## src/rtl/inst_fetch_pkg.sv

```systemverilog
// Shared definitions for the instruction fetch unit: word width, predicted
// opcodes and the fetch FSM state encoding.
package inst_fetch_pkg;

   localparam int XLEN = 32;

   localparam logic [6:0] OPC_JAL    = 7'b1101111;
   localparam logic [6:0] OPC_BRANCH = 7'b1100011;

   typedef enum logic [1:0] {
      ST_IDLE    = 2'd0,
      ST_MISS    = 2'd1,
      ST_DISCARD = 2'd2
   } fetch_state_e;

endpackage

```

## src/rtl/inst_fetch_icache.sv

```systemverilog
// Direct-mapped instruction cache with one-word lines.
// The read port is asynchronous and the fill port is synchronous.
module icache
   import inst_fetch_pkg::*;
#(
   parameter int IDX_W = 5
) (
   input  logic            clk,
   input  logic            rst,
   input  logic [29:0]     i_rd_word,
   output logic            o_hit,
   output logic [XLEN-1:0] o_rd_data,
   input  logic            i_wr_en,
   input  logic [29:0]     i_wr_word,
   input  logic [XLEN-1:0] i_wr_data
);

   localparam int DEPTH = 2 ** IDX_W;
   localparam int TAG_W = 30 - IDX_W;

   logic [XLEN-1:0]  r_data [DEPTH];
   logic [TAG_W-1:0] r_tag  [DEPTH];
   logic [DEPTH-1:0] r_valid;

   logic [IDX_W-1:0] w_rd_idx;
   logic [TAG_W-1:0] w_rd_tag;
   logic [IDX_W-1:0] w_wr_idx;
   logic [TAG_W-1:0] w_wr_tag;

   assign w_rd_idx = i_rd_word[IDX_W-1:0];
   assign w_rd_tag = i_rd_word[29:IDX_W];
   assign w_wr_idx = i_wr_word[IDX_W-1:0];
   assign w_wr_tag = i_wr_word[29:IDX_W];

   assign o_hit     = r_valid[w_rd_idx] && (r_tag[w_rd_idx] == w_rd_tag);
   assign o_rd_data = r_data[w_rd_idx];

   // NOTE: only the valid bits need reset; data and tag are never read
   // while their valid bit is clear, so they stay plain storage.
   always_ff @(posedge clk) begin
      if (i_wr_en) begin
         r_data[w_wr_idx] <= i_wr_data;
         r_tag[w_wr_idx]  <= w_wr_tag;
      end
   end

   always_ff @(posedge clk or negedge rst) begin
      if (!rst) begin
         r_valid <= '0;
      end else if (i_wr_en) begin
         r_valid[w_wr_idx] <= 1'b1;
      end
   end

endmodule

```

## src/rtl/inst_fetch.sv

```systemverilog
// Instruction fetch: PC register, I-cache lookup, static branch prediction
// and a miss FSM that issues one-word reads to the memory controller.
module inst_fetch
   import inst_fetch_pkg::*;
#(
   parameter logic [XLEN-1:0] RESET_PC = 32'h0,
   parameter int              IDX_W    = 5
) (
   input  logic            clk,
   input  logic            rst,
   input  logic            rdy,
   input  logic            jp_wrong,
   input  logic [XLEN-1:0] jp_target,
   input  logic            stall_IF,
   output logic            ins_flag,
   output logic [XLEN-1:0] ins,
   output logic            jp_flag,
   output logic [XLEN-1:0] jp_pc,
   output logic            mem_req,
   output logic [XLEN-1:0] mem_addr,
   input  logic            mem_done,
   input  logic [XLEN-1:0] mem_data
);

   fetch_state_e r_state, w_next_state;

   logic [XLEN-1:0] r_pc;
   logic            r_ins_flag;
   logic [XLEN-1:0] r_ins;
   logic            r_jp_flag;
   logic [XLEN-1:0] r_jp_pc;
   logic            r_mem_req;
   logic [XLEN-1:0] r_mem_addr;

   logic            w_hit;
   logic [XLEN-1:0] w_rd_data;
   logic            w_taken;
   logic [XLEN-1:0] w_offset;
   logic [XLEN-1:0] w_next_pc;
   logic            w_lookup;
   logic            w_issue;
   logic            w_miss_start;
   logic            w_fill;
   logic            w_drop_req;

   icache #(.IDX_W(IDX_W)) u_icache (
      .clk       (clk),
      .rst       (rst),
      .i_rd_word (r_pc[31:2]),
      .o_hit     (w_hit),
      .o_rd_data (w_rd_data),
      .i_wr_en   (w_fill),
      .i_wr_word (r_mem_addr[31:2]),
      .i_wr_data (mem_data)
   );

   // Static prediction: JAL always taken, backward conditional branches taken.
   // NOTE: every always_comb output gets a default first so no latch is inferred.
   always_comb begin
      w_taken  = 1'b0;
      w_offset = 32'd4;
      if (w_rd_data[6:0] == OPC_JAL) begin
         w_taken  = 1'b1;
         w_offset = {{12{w_rd_data[31]}}, w_rd_data[19:12], w_rd_data[20],
                     w_rd_data[30:21], 1'b0};
      end else if (w_rd_data[6:0] == OPC_BRANCH && w_rd_data[31]) begin
         w_taken  = 1'b1;
         w_offset = {{20{w_rd_data[31]}}, w_rd_data[7], w_rd_data[30:25],
                     w_rd_data[11:8], 1'b0};
      end
   end

   assign w_next_pc = r_pc + w_offset;

   // NOTE: sequential state uses non-blocking assignments only.
   always_ff @(posedge clk or negedge rst) begin
      if (!rst) r_state <= ST_IDLE;
      else      r_state <= w_next_state;
   end

   always_comb begin
      w_next_state = r_state;
      unique case (r_state)
         ST_IDLE:    if (w_miss_start) w_next_state = ST_MISS;
         ST_MISS:    if (mem_done)      w_next_state = ST_IDLE;
                     else if (jp_wrong) w_next_state = ST_DISCARD;
         ST_DISCARD: if (mem_done)      w_next_state = ST_IDLE;
         default:    w_next_state = ST_IDLE;
      endcase
   end

   // A fill completes the outstanding read even when rdy is low or a redirect lands.
   always_comb begin
      w_lookup     = (r_state == ST_IDLE) && !jp_wrong && rdy && !stall_IF;
      w_issue      = w_lookup && w_hit;
      w_miss_start = w_lookup && !w_hit;
      w_fill       = (r_state != ST_IDLE) && mem_done;
      w_drop_req   = w_fill || ((r_state == ST_MISS) && jp_wrong);
   end

   always_ff @(posedge clk or negedge rst) begin
      if (!rst) begin
         r_pc       <= RESET_PC;
         r_ins_flag <= 1'b0;
         r_ins      <= '0;
         r_jp_flag  <= 1'b0;
         r_jp_pc    <= '0;
         r_mem_req  <= 1'b0;
         r_mem_addr <= '0;
      end else begin
         if (jp_wrong) begin
            r_pc       <= jp_target;
            r_ins_flag <= 1'b0;
            r_jp_flag  <= 1'b0;
         end else if (rdy) begin
            r_ins_flag <= w_issue;
            if (w_issue) begin
               r_ins     <= w_rd_data;
               r_jp_pc   <= r_pc;
               r_jp_flag <= w_taken;
               r_pc      <= w_next_pc;
            end
         end

         if (w_miss_start) begin
            r_mem_req  <= 1'b1;
            r_mem_addr <= {r_pc[31:2], 2'b00};
         end else if (w_drop_req) begin
            r_mem_req  <= 1'b0;
         end
      end
   end

   assign ins_flag = r_ins_flag;
   assign ins      = r_ins;
   assign jp_flag  = r_jp_flag;
   assign jp_pc    = r_jp_pc;
   assign mem_req  = r_mem_req;
   assign mem_addr = r_mem_addr;

endmodule

```

## config.mk

```make
export PLATFORM = sky130hd
export DESIGN_NAME = inst_fetch
export DESIGN_NICKNAME = d
export VERILOG_FILES = /design/src/rtl/inst_fetch_pkg.sv /design/src/rtl/inst_fetch_icache.sv /design/src/rtl/inst_fetch.sv
export SDC_FILE = /design/constraint.sdc
export NUM_CORES = 2
export LEC_CHECK = 0
export ABC_AREA = 1
export BUFFER_PORTS_ARGS = -buffer_cell sky130_fd_sc_hd__buf_2
export CAP_MARGIN = 20
export CORE_ASPECT_RATIO = 0.75
export CORE_MARGIN = 1
export CORE_UTILIZATION = 45
export DETAILED_ROUTE_END_ITERATION = 12
export SLEW_MARGIN = 5
export SYNTH_ARGS = -nofsm -noshare
export SYNTH_HDL_FRONTEND = slang
export SYNTH_SLANG_ARGS = --single-unit
```

## constraint.sdc

```tcl
create_clock -name clk -period 7.63 [get_ports clk]
set_input_delay 1.1445 -clock clk [delete_from_list [all_inputs] [get_ports clk]]
set_output_delay 1.1445 -clock clk [all_outputs]
set_load 0.05 [all_outputs]
```

==> flow_metrics.env <==
export IMPL_setup_tns_ns=0
export IMPL_ios=169
export IMPL_grt_pass1_wl_um=365000
export IMPL_cp_required_ns=8.28
export IMPL_timing_hold_violations_final=0
export IMPL_nNetsFinal=7054
export IMPL_min_period_ns=6.10
export IMPL_power_mw=26.2
export IMPL_grt_util_met1=0.401
export IMPL_drc=0
export IMPL_yosys_warnings=0
export IMPL_diodes=0
export IMPL_path_cells="inv_16 > buf_4 > o21ai_0 > o22ai_1 > nand2_1 > nand3_1 > nand2_1 > a31oi_1 > a31oi_1 > nor2_1 > ha_1 > nand2_1 > o21ai_0 > nor2_1 > o21ai_0 > nand2_1 > nand2_1 > a21oi_1 > xor2_1 > o21ai_0 > nand2_1 > o21ai_0"
export IMPL_status="complete, no violations"
export IMPL_routed_via_density=5.84
export IMPL_synth_area_sq_mm=0.0814
export IMPL_clk_pin_slew_ns=0.07
export IMPL_ys_ff_latch=1987
export IMPL_vdd_ir_drop_max_uv=218
export IMPL_dr_pass1_iters=8
export IMPL_maxCapViolCount=0
export IMPL_synthFlopType="edfxtp_1"
export IMPL_post_cts_buffers=0
export IMPL_portBuffers=166
export IMPL_gp_congestion=0.913
export IMPL_met2_usage=0.424
export IMPL_die_area_sq_mm=0.183
export IMPL_synth_edf_count=1824
export IMPL_wl_per_cell_um=27.0
export IMPL_use_met3=0.0417
export IMPL_synth_top_area_frac=0.673
export IMPL_slew_viol_final=0
export IMPL_p_per_area_mw_per_mm2=287
export IMPL_setup_viol=0
export IMPL_rows=134
export IMPL_syn_inst=6895
export IMPL_cts_resized=0
export IMPL_antenna_left=0
export IMPL_fp_coreArea_sq_mm=0.179
export IMPL_fin_cells=9496
export IMPL_cts_tree="done"
export IMPL_yosys_top_cells_area="edfxtp_1, nand2_1, nand3_1"
export IMPL_grt_antenna_before_repair=9
export IMPL_root_buffer="clkbuf_16"
export IMPL_cp_common_cell="nand2_1"
export IMPL_regArea_sq_mm=0.0589
export IMPL_dp_cells=9139
export IMPL_crit_slowest_cell="dfrtp_4"
export IMPL_worstSetupEndpointType="flop"
export IMPL_start_util=0.455
export IMPL_syn_to_final_growth_pct=12.0
export IMPL_gr_total_overflow=0
export IMPL_rsz0062_at_grt="no"
export IMPL_grt_pass1_vias=51100
export IMPL_drt_wl_total_um=256000
export IMPL_timing_slew_headroom=0.179
export IMPL_fp_dieH_um=370
export IMPL_htree_levels=4
export IMPL_cp_buffers_inverters=2
export IMPL_clk_insertion_delay_late_ns=0.85
export IMPL_hold_buffers=0
export IMPL_async_flop_share=0.0820
export IMPL_yosys_area_top_type="edfxtp_1"
export IMPL_worst_slack_ns=1.53
export IMPL_leakage_nw=33.0
export IMPL_synth_most_common_cell="edfxtp_1"
export IMPL_crit_fanout=255
export IMPL_synth_common_cells="edfxtp_1, nand2_1, nand3_1"
export IMPL_busiest_layer="met2"
export IMPL_clock_sinks=1987
export IMPL_drtIter0Drc=7324
export IMPL_finalCritPeriodShare=0.800
export IMPL_ctsLongestPathBuffers=3
export IMPL_grt_max_degree=256
export IMPL_critPathKind="flop to flop"
export IMPL_min_path_type="primary input to asynchronous set/reset pin"
export IMPL_crit_family="compound AO/OA/AOI/OAI gates"
export IMPL_drive_gt1_frac=0.0930
export IMPL_fin_skew_ns=0.0524
export IMPL_fillers=15600
export IMPL_place_ws_ns=1.78
export IMPL_fmax_mhz=164
export IMPL_dpl_hpwl_um=134000
export IMPL_num_vias=55400
export IMPL_die_x_um=493
export IMPL_cp_arrival_ns=6.75
export IMPL_worst_slew_pin_slew_ns=1.23
export IMPL_ys_types=51
export IMPL_syn_avg_cell_area_sq_um=11.8
export IMPL_globalRouteTotalUtil=0.276
export IMPL_cts_made_buffers=190
export IMPL_post_route_util=0.510
export IMPL_ys_seq_area_frac=0.723
export IMPL_start_kind="flop"
export IMPL_multiInputGateArea_sq_mm=0.0200
export IMPL_critPathMaxStageDelay_ns=0.91
[metrics by stage]
stage | cell area, sq um | hold WS [ns]
finish | 91200 | 0.341
global route | 91200 | 0.361
CTS | 91100 | 0.320
detailed placement | 84800 | 0.442
global placement | 84800 | 0.437
floorplan | 81400 | 0.424
[routing by layer]
| layer | up-vias | share of wire |
|---|---|---|
| met5 | - | 0.00020 |
| met4 | 10 | 0.034 |
| met3 | 422 | 0.094 |
| met2 | 2929 | 0.45 |
| met1 | 27400 | 0.42 |
| li1 | 24700 | - |
[final cells by class]
| type | instances | area share |
|---|---|---|
| timing repair buffer | 303 | 0.0259 |
| tap | 2380 | 0.0327 |
| sequential | 1987 | 0.646 |
| clock buffer | 253 | 0.0566 |
| clock inverter | 102 | 0.0127 |
| multi-input combinational | 4312 | 0.219 |
| inverter | 159 | 0.00697 |
[cells in the final DEF (no fill, tap or decap), drive strengths merged, types with 69 or more instances in the layout]
cell type  count
a21oi         69
buf          302
clkbuf       254
clkinv        71
dfrtp        163
edfxtp      1824
inv          168
nand2       1804
nand3        965
nor2         492
o21ai        606
o221ai        83
o22ai        101
[cell families after synthesis]
logic type      Yosys count  synth area share
compound gates          934            0.0652
xor+xnor                 21           0.00226
simple gates           3324             0.170
flops                  1987             0.723
buf+inv                 597            0.0339
other cells               1         0.0000461
fa+ha+maj                31           0.00486
[where the power goes]
part / switching, mW / internal, mW
Clock: 4.23 / 5.43
Sequential: 0.246 / 12.3
Combinational: 2.99 / 1.01
[sequential cells by signal, summed over array words and instances, names as in the netlist]
| register | cells |
|---|---|
| ins | 32 |
| ins_flag | 1 |
| jp_flag | 1 |
| jp_pc | 32 |
| mem_addr | 30 |
| mem_req | 1 |
| r_pc | 32 |
| r_state | 2 |
| u_icache.r_data | 1024 |
| u_icache.r_tag | 800 |
| u_icache.r_valid | 32 |
[path summary, 6_finish.rpt]
| path | to | slack, ns | from | cells past startpoint |
|---|---|---|---|---|
| worst max-delay path | r_pc[16] | 1.53 | r_pc[2] | 22 |
| worst min-delay path | jp_pc[1] | 0.34 | rst | 1 |
| worst max register to register | r_pc[16] | 1.53 | r_pc[2] | 22 |
| worst min register to register | u_icache.r_valid[10] | 0.46 | u_icache.r_valid[10] | 2 |
| max in group asynchronous | r_pc[4] | 6.10 | rst | 3 |
| min in group clk | u_icache.r_valid[10] | 0.46 | u_icache.r_valid[10] | 2 |
Power figures use the tool's default switching activity.
